**config.mk**
```make
export PLATFORM = sky130hd
export DESIGN_NAME = posit_field_extract
export DESIGN_NICKNAME = d
export VERILOG_FILES = /design/src/rtl/posit_field_extract.sv
export SDC_FILE = /design/constraint.sdc
export NUM_CORES = 1
export LEC_CHECK = 0
export CAP_MARGIN = 10
export CORE_ASPECT_RATIO = 1.2
export CORE_MARGIN = 2
export CORE_UTILIZATION = 49
export DETAILED_ROUTE_END_ITERATION = 16
export PLACE_DENSITY = 0.84
export RECOVER_POWER = 25
export SYNTH_ARGS = -nofsm -noshare
export SYNTH_HDL_FRONTEND = slang
export SYNTH_SLANG_ARGS = --single-unit
```
**constraint.sdc**
```tcl
create_clock -name clk -period 3.85 [get_ports clk]
set_input_delay 0.9625 -clock clk [delete_from_list [all_inputs] [get_ports clk]]
set_output_delay 0.9625 -clock clk [all_outputs]
set_load 0.01 [all_outputs]
```
**src/rtl/posit_field_extract.sv**
```systemverilog
// posit_field_extract: two-stage elastic pipeline after the regime decoder.
// S1 registers the incoming triple and classifies zero/NaR; S2 forms the
// combined scale k*2^ES + exp and the hidden-bit fraction, and its registers
// drive the outputs directly. Both stages advance on a shared ready chain,
// so throughput is one word per cycle with no skid buffer.
module posit_field_extract #(
   parameter int BITS  = 16,
   parameter int ES    = 1,
   parameter int CNT_W = 16
) (
   input  logic                clk,
   input  logic                rst_n,
   input  logic                in_valid,
   output logic                in_ready,
   input  logic [BITS-1:0]     in_posit,
   input  logic [BITS-1:0]     in_seed,
   input  logic [BITS-1:0]     in_shifted,
   output logic                out_valid,
   input  logic                out_ready,
   output logic                out_sign,
   output logic [BITS-1:0]     out_scale,
   output logic [BITS-ES:0]    out_frac,
   output logic                out_zero,
   output logic                out_nar,
   output logic [CNT_W-1:0]    out_count
);

   localparam logic [BITS-1:0] NAR_WORD = {1'b1, {(BITS-1){1'b0}}};

   // Stage 1 state: only the sign of the posit is needed downstream.
   logic                s1_valid_reg;
   logic                s1_sign_reg;
   logic                s1_zero_reg;
   logic                s1_nar_reg;
   logic [BITS-1:0]     s1_seed_reg;
   logic [BITS-1:0]     s1_shifted_reg;

   // Stage 2 state doubles as the output register set.
   logic                s2_valid_reg;
   logic                s2_sign_reg;
   logic                s2_zero_reg;
   logic                s2_nar_reg;
   logic [BITS-1:0]     s2_scale_reg;
   logic [BITS-ES:0]    s2_frac_reg;
   logic [CNT_W-1:0]    count_reg;

   logic                s2_load;
   logic                s1_load;
   logic                in_fire;
   logic                out_fire;
   logic [BITS-1:0]     exp_ext;
   logic [BITS-1:0]     scale_next;
   logic [BITS-ES:0]    frac_next;

   assign s2_load  = !s2_valid_reg || out_ready;
   assign s1_load  = !s1_valid_reg || s2_load;
   assign in_ready = s1_load;
   assign in_fire  = in_valid && in_ready;
   assign out_fire = s2_valid_reg && out_ready;

   // Exponent field sits at the top of the regime-stripped word; absent when ES is 0.
   generate
      if (ES > 0) begin : g_exp
         assign exp_ext = {{(BITS-ES){1'b0}}, s1_shifted_reg[BITS-1 -: ES]};
      end else begin : g_no_exp
         assign exp_ext = '0;
      end
   endgenerate

   // Scale and fraction for the S1 entry; special values carry zero payload.
   always_comb begin
      scale_next = (s1_seed_reg << ES) + exp_ext;
      frac_next  = {1'b1, s1_shifted_reg[BITS-ES-1:0]};
      if (s1_zero_reg || s1_nar_reg) begin
         scale_next = '0;
         frac_next  = '0;
      end
   end

   // Stage 1: capture and classify only on a real input transfer.
   always_ff @(posedge clk) begin
      if (!rst_n) begin
         s1_valid_reg   <= 1'b0;
         s1_sign_reg    <= 1'b0;
         s1_zero_reg    <= 1'b0;
         s1_nar_reg     <= 1'b0;
         s1_seed_reg    <= '0;
         s1_shifted_reg <= '0;
      end else if (s1_load) begin
         s1_valid_reg <= in_valid;
         if (in_fire) begin
            s1_sign_reg    <= in_posit[BITS-1];
            s1_zero_reg    <= (in_posit == '0);
            s1_nar_reg     <= (in_posit == NAR_WORD);
            s1_seed_reg    <= in_seed;
            s1_shifted_reg <= in_shifted;
         end
      end
   end

   // Stage 2: outputs hold while stalled, load new results only from a valid S1.
   always_ff @(posedge clk) begin
      if (!rst_n) begin
         s2_valid_reg <= 1'b0;
         s2_sign_reg  <= 1'b0;
         s2_zero_reg  <= 1'b0;
         s2_nar_reg   <= 1'b0;
         s2_scale_reg <= '0;
         s2_frac_reg  <= '0;
      end else if (s2_load) begin
         s2_valid_reg <= s1_valid_reg;
         if (s1_valid_reg) begin
            s2_sign_reg  <= s1_sign_reg;
            s2_zero_reg  <= s1_zero_reg;
            s2_nar_reg   <= s1_nar_reg;
            s2_scale_reg <= scale_next;
            s2_frac_reg  <= frac_next;
         end
      end
   end

   // Count completed output transfers, sticking at all-ones.
   always_ff @(posedge clk) begin
      if (!rst_n) begin
         count_reg <= '0;
      end else if (out_fire && (count_reg != {CNT_W{1'b1}})) begin
         count_reg <= count_reg + 1'b1;
      end
   end

   assign out_valid = s2_valid_reg;
   assign out_sign  = s2_sign_reg;
   assign out_scale = s2_scale_reg;
   assign out_frac  = s2_frac_reg;
   assign out_zero  = s2_zero_reg;
   assign out_nar   = s2_nar_reg;
   assign out_count = count_reg;

endmodule
```
* Word-level counts from Yosys, hierarchy flattened
Index checks and enable logic that the tools add are counted.
** Operators by class
- Divide/modulo/power cells :: 0
- Add/subtract/negate cells :: 2
- Multiplexer cells :: 2
- Reductions and logical operators :: 11
- Magnitude comparators :: 0
- Bitwise operators :: 0
- Equality and inequality tests :: 2
- $mul :: 0
- Shift operators :: 0
** Operator list (number)
- $mux W16 :: 2
- $add A16 B1 Y16 :: 1
- $add A16 B1 Y16 const B :: 1
- $eq A16 B16 Y1 const B :: 1
- $logic_not A16 Y1 :: 1
- $ne A16 B16 Y1 const B :: 1
- $reduce_and A2 Y1 :: 2
- $logic_and A1 B1 Y1 :: 3
- $logic_or A1 B1 Y1 :: 3
- $logic_not A1 Y1 :: 2
** Storage, ports and cells
- Bits in latches :: 0
- Bits of input ports :: 52
- Memory bits (read-only) :: 0
- Logic and storage cells :: 30
- Bits in writable memories :: 0
- Output and inout port bits :: 53
- Register bits after elaboration :: 87
- Memories kept :: 0

* Depth between registers and ports, before layout
- Depth in word-level cells :: 5
- Mapped depth :: 6
- Gate-level depth less buffers :: 5

* Least setup slack after synthesis
No wires, ideal clock.
- Path kind :: input -> output
- Start point :: in out_ready
- End point :: out in_ready
- Path buffers :: 0
- Stages on the path :: 1
- Required time :: 2.888 ns
- Slack :: 1.698 ns
- Arrival time :: 1.190 ns
- Path through :: nand3b_1
** Between the ends
- Word-level cells in the longest chain between the ends :: 2
** RTL lines
- start, declared :: RTL line 19 : input logic out_ready,
- $logic_or A1 B1 Y1 :: RTL line 55 : assign s2_load = !s2_valid_reg || out_ready;
- $logic_or A1 B1 Y1 :: RTL line 56 : assign s1_load = !s1_valid_reg || s2_load;
- end, declared :: RTL line 14 : output logic in_ready,
No other way between the ends.

* Worst setup path after layout
Same ends and word-level chain as after synthesis.

==> flow_summary.yaml <==
sta:
  fin_tns_setup_ns: 0
  slew_headroom_pct: 24.0
  timing.hold.ws_ns: 0.454
  fin_worst_skew_ns: 0.0114
  rsz0062_at_grt: "no"
  hold_viol_final: 0
  finalCritPeriodShare_pct: 86.1
  fmax_mhz: 302
  tightest_slew_ns: 1.14
  drv_slew: 0
  period_minus_slack_ns: 3.32
  setup_viol: 0
worst_setup_path:
  cp-end-kind: "output port"
  arrival_ns: 2.35
  rr_endpoint: "out_count[3]"
  r2r_cells: 5
  critPathMaxStageDelay_ns: 0.62
  critPathKind: "in2out"
  endpoint: "in_ready"
  rr_startpoint: "out_count[0]"
  cp_max_fo: 5
  cp_slowest_cell: "dlygate4sd3_1"
  reg2reg_slack_ns: 1.90
  crit_chain: "dlygate4sd3_1 > nand3b_1 > clkdlybuf4s50_1"
  critPathLaunchType: "input port"
  crit_start: "out_ready"
  required_ns: 2.89
clock_network:
  cts_sinks: 87
  cts_tree: "done"
  h-tree-depth: 3
  post-cts-setup-buffers: 0
  clk_pin_slew_worst_paths_ns: 0.08
  insertion_delay_ns: 0.35
  cts_made_buffers: 9
  clockBufferDepth: 2
  cts_hold_buf: 0
  cts_root_buf: "clkbuf_8"
  cts_resized: 0
floorplan:
  fp.dieH_um: 94.1
  start_util_pct: 51.1
  rows: 32
  core-area_um2: 6490
  pin_count: 105
  die_area_um2: 7450
  die_x_um: 79.1
cells_and_area:
  area_growth_pct: 38.4
  final_common_cell: "dfxtp_1"
  drive_above_1_share_pct: 7.11
  nets: 526
  design_area_um2: 4590
  most-common-layout-cells: "dfxtp_1 (87), clkdlybuf4s50_1 (79), nand2_1 (77)"
  diodes: 0
  fin_cells: 563
outcome:
  status: "finished, final reports clean"
placed_design:
  dpl_cell_area_um2: 4410
  port_buffers: 103
  dp.cells: 547
  place.detailed.hpwl_um: 5610
  gp_congestion: 0.747
yosys:
  synth_top_family_by_area: "simple AND/OR/NAND/NOR gates"
  synthAdderAreaFrac_pct: 0.377
  ys_types: 44
  syn_inst: 375
  synthMuxAreaShare_pct: 1.21
  ys_seq_area_share_pct: 52.5
  syn_avg_cell_area_um2: 8.85
  yosys.area_share.xor_xnor_pct: 0.264
  yosys.area_share.simple_pct: 23.7
  syn_nets: 428
  synth_compound_area_share_pct: 18.2
  yosys_warnings: 0
  syn_area_um2: 3320
  synth_seq_cells: 87
pwr:
  clkPwrFrac_pct: 36.0
  power.switching_uw: 414
  power.share.sequential_pct: 54.6
  finalPower_mw: 1.73
  combPwrFrac_pct: 9.5
  p_int_mw: 1.32
  leakage_nw: 1.75
  ir_drop_mv: 0.287
  power_density_nw_per_um2: 377
  p_sw_share_pct: 23.9
route:
  drt_iter0_drc: 204
  top_layer_used: "met4"
  postRouteAntennaNets: 0
  vias: 3081
  wl_per_cell_um: 14.3
  wl_met2_um: 3860
  vias_per_cell: 5.47
  drc: 0
  drt-met1-wl_um: 3580
  totalWireLength_um: 8050
  drtPass1Iterations: 4
  route.met3.wl_um: 487
grt:
  grt_pass1_vias: 2798
  grt_usage_pct: 22.5
  grt_start_max_net_pins: 32
  antenna_found_initial: 0
  overflow: 0
  grt_pass1_wl_um: 13200
run:
  cap_violations: 0
min_path:
  hp-class: "reg2reg"
layer usage:
| metal | GRT usage (%) | up-vias |
|---|---|---|
| met5 | 0 | - |
| met4 | 8.33 | 0 |
| met3 | 4.62 | 12 |
| met2 | 36.1 | 101 |
| met1 | 29.9 | 1447 |
| li1 | - | 1521 |
worst max-delay path, delay by kind of cell:
kind	cells	cell delay, ns
and+or+nand+nor	1	0.19
buffers and inverters	2	1.20
area by class of cell:
class	count	area (um^2)
Clock buffer	10	128
Timing Repair Buffer	110	1080
Inverter	3	11.3
Clock inverter	6	68.8
Sequential cell	87	1740
Fill cell	535	1890
Tap cell	85	106
Multi-Input combinational cell	262	1460
synthesized netlist by cell type, drive strengths merged:
cell      n  share of area, %
nor3      5              0.91
a22oi    31               7.0
o2111ai   1              0.45
or3       3              0.60
nand3b    2              0.45
and3      4              0.75
dfxtp    87                53
a21oi    48               7.2
nand4     5               2.0
o311ai    1              0.26
a311oi    1              0.26
and4      2              0.60
and2      1              0.23
o21a      1              0.23
or4       8               1.8
nor4      5               1.4
a41oi     1              0.26
nand2b    2              0.38
mux2i     4               1.2
nand2    78               9.0
inv       3              0.34
nor4b     1              0.45
o21ai     4              0.60
o31a      2              0.53
buf      10               1.6
nor2     41               4.7
ha        1              0.38
xor2      1              0.26
o31ai     6               1.4
nor2b     1              0.19
clkbuf   13               1.8
nand3     2              0.30
metrics by stage:
step           setup slack [ns]  util (%)
2_1_floorplan              1.70         -
3_3_place_gp              0.604      68.0
3_5_place_dp              0.589      68.0
4_1_cts                   0.584      71.0
5_1_grt                   0.482      70.8
6_report                  0.535      70.8
power by group through the flow:
stage,combinational [mW],sequential (mW),clock (mW)
floorplan,0.0729,0.966,0
global placement,0.165,0.964,0
detailed placement,0.167,0.965,0
CTS,0.168,0.944,0.636
global route,0.181,0.948,0.673
finish,0.164,0.944,0.622
cells by family (layout without fill, tap and decap cells):
group                    count (synthesis)  count (layout)
AND/OR/NAND/NOR                        160             160
AO/OA/AOI/OAI                           96              96
flip-flops                              87              87
buffers and inverters                   26             129
multiplexers                             4               4
adder cells (fa/ha/maj)                  1               1
XOR/XNOR                                 1               1
worst min-delay path by stage:
stage | from | endpoint | slack [ns] | depth (start not counted)
6_report | s1_seed_reg[1] | s1_seed_reg[1] | 0.45 | 2
5_1_grt | s1_shifted_reg[12] | s1_shifted_reg[12] | 0.48 | 2
4_1_cts | s1_shifted_reg[15] | s1_shifted_reg[15] | 0.46 | 2
3_5_place_dp | s1_shifted_reg[15] | s1_shifted_reg[15] | 0.45 | 2
3_3_place_gp | s1_shifted_reg[10] | s1_shifted_reg[10] | 0.44 | 2
2_1_floorplan | s1_shifted_reg[7] | s1_shifted_reg[7] | 0.43 | 2
Power figures use the tool's default switching activity.
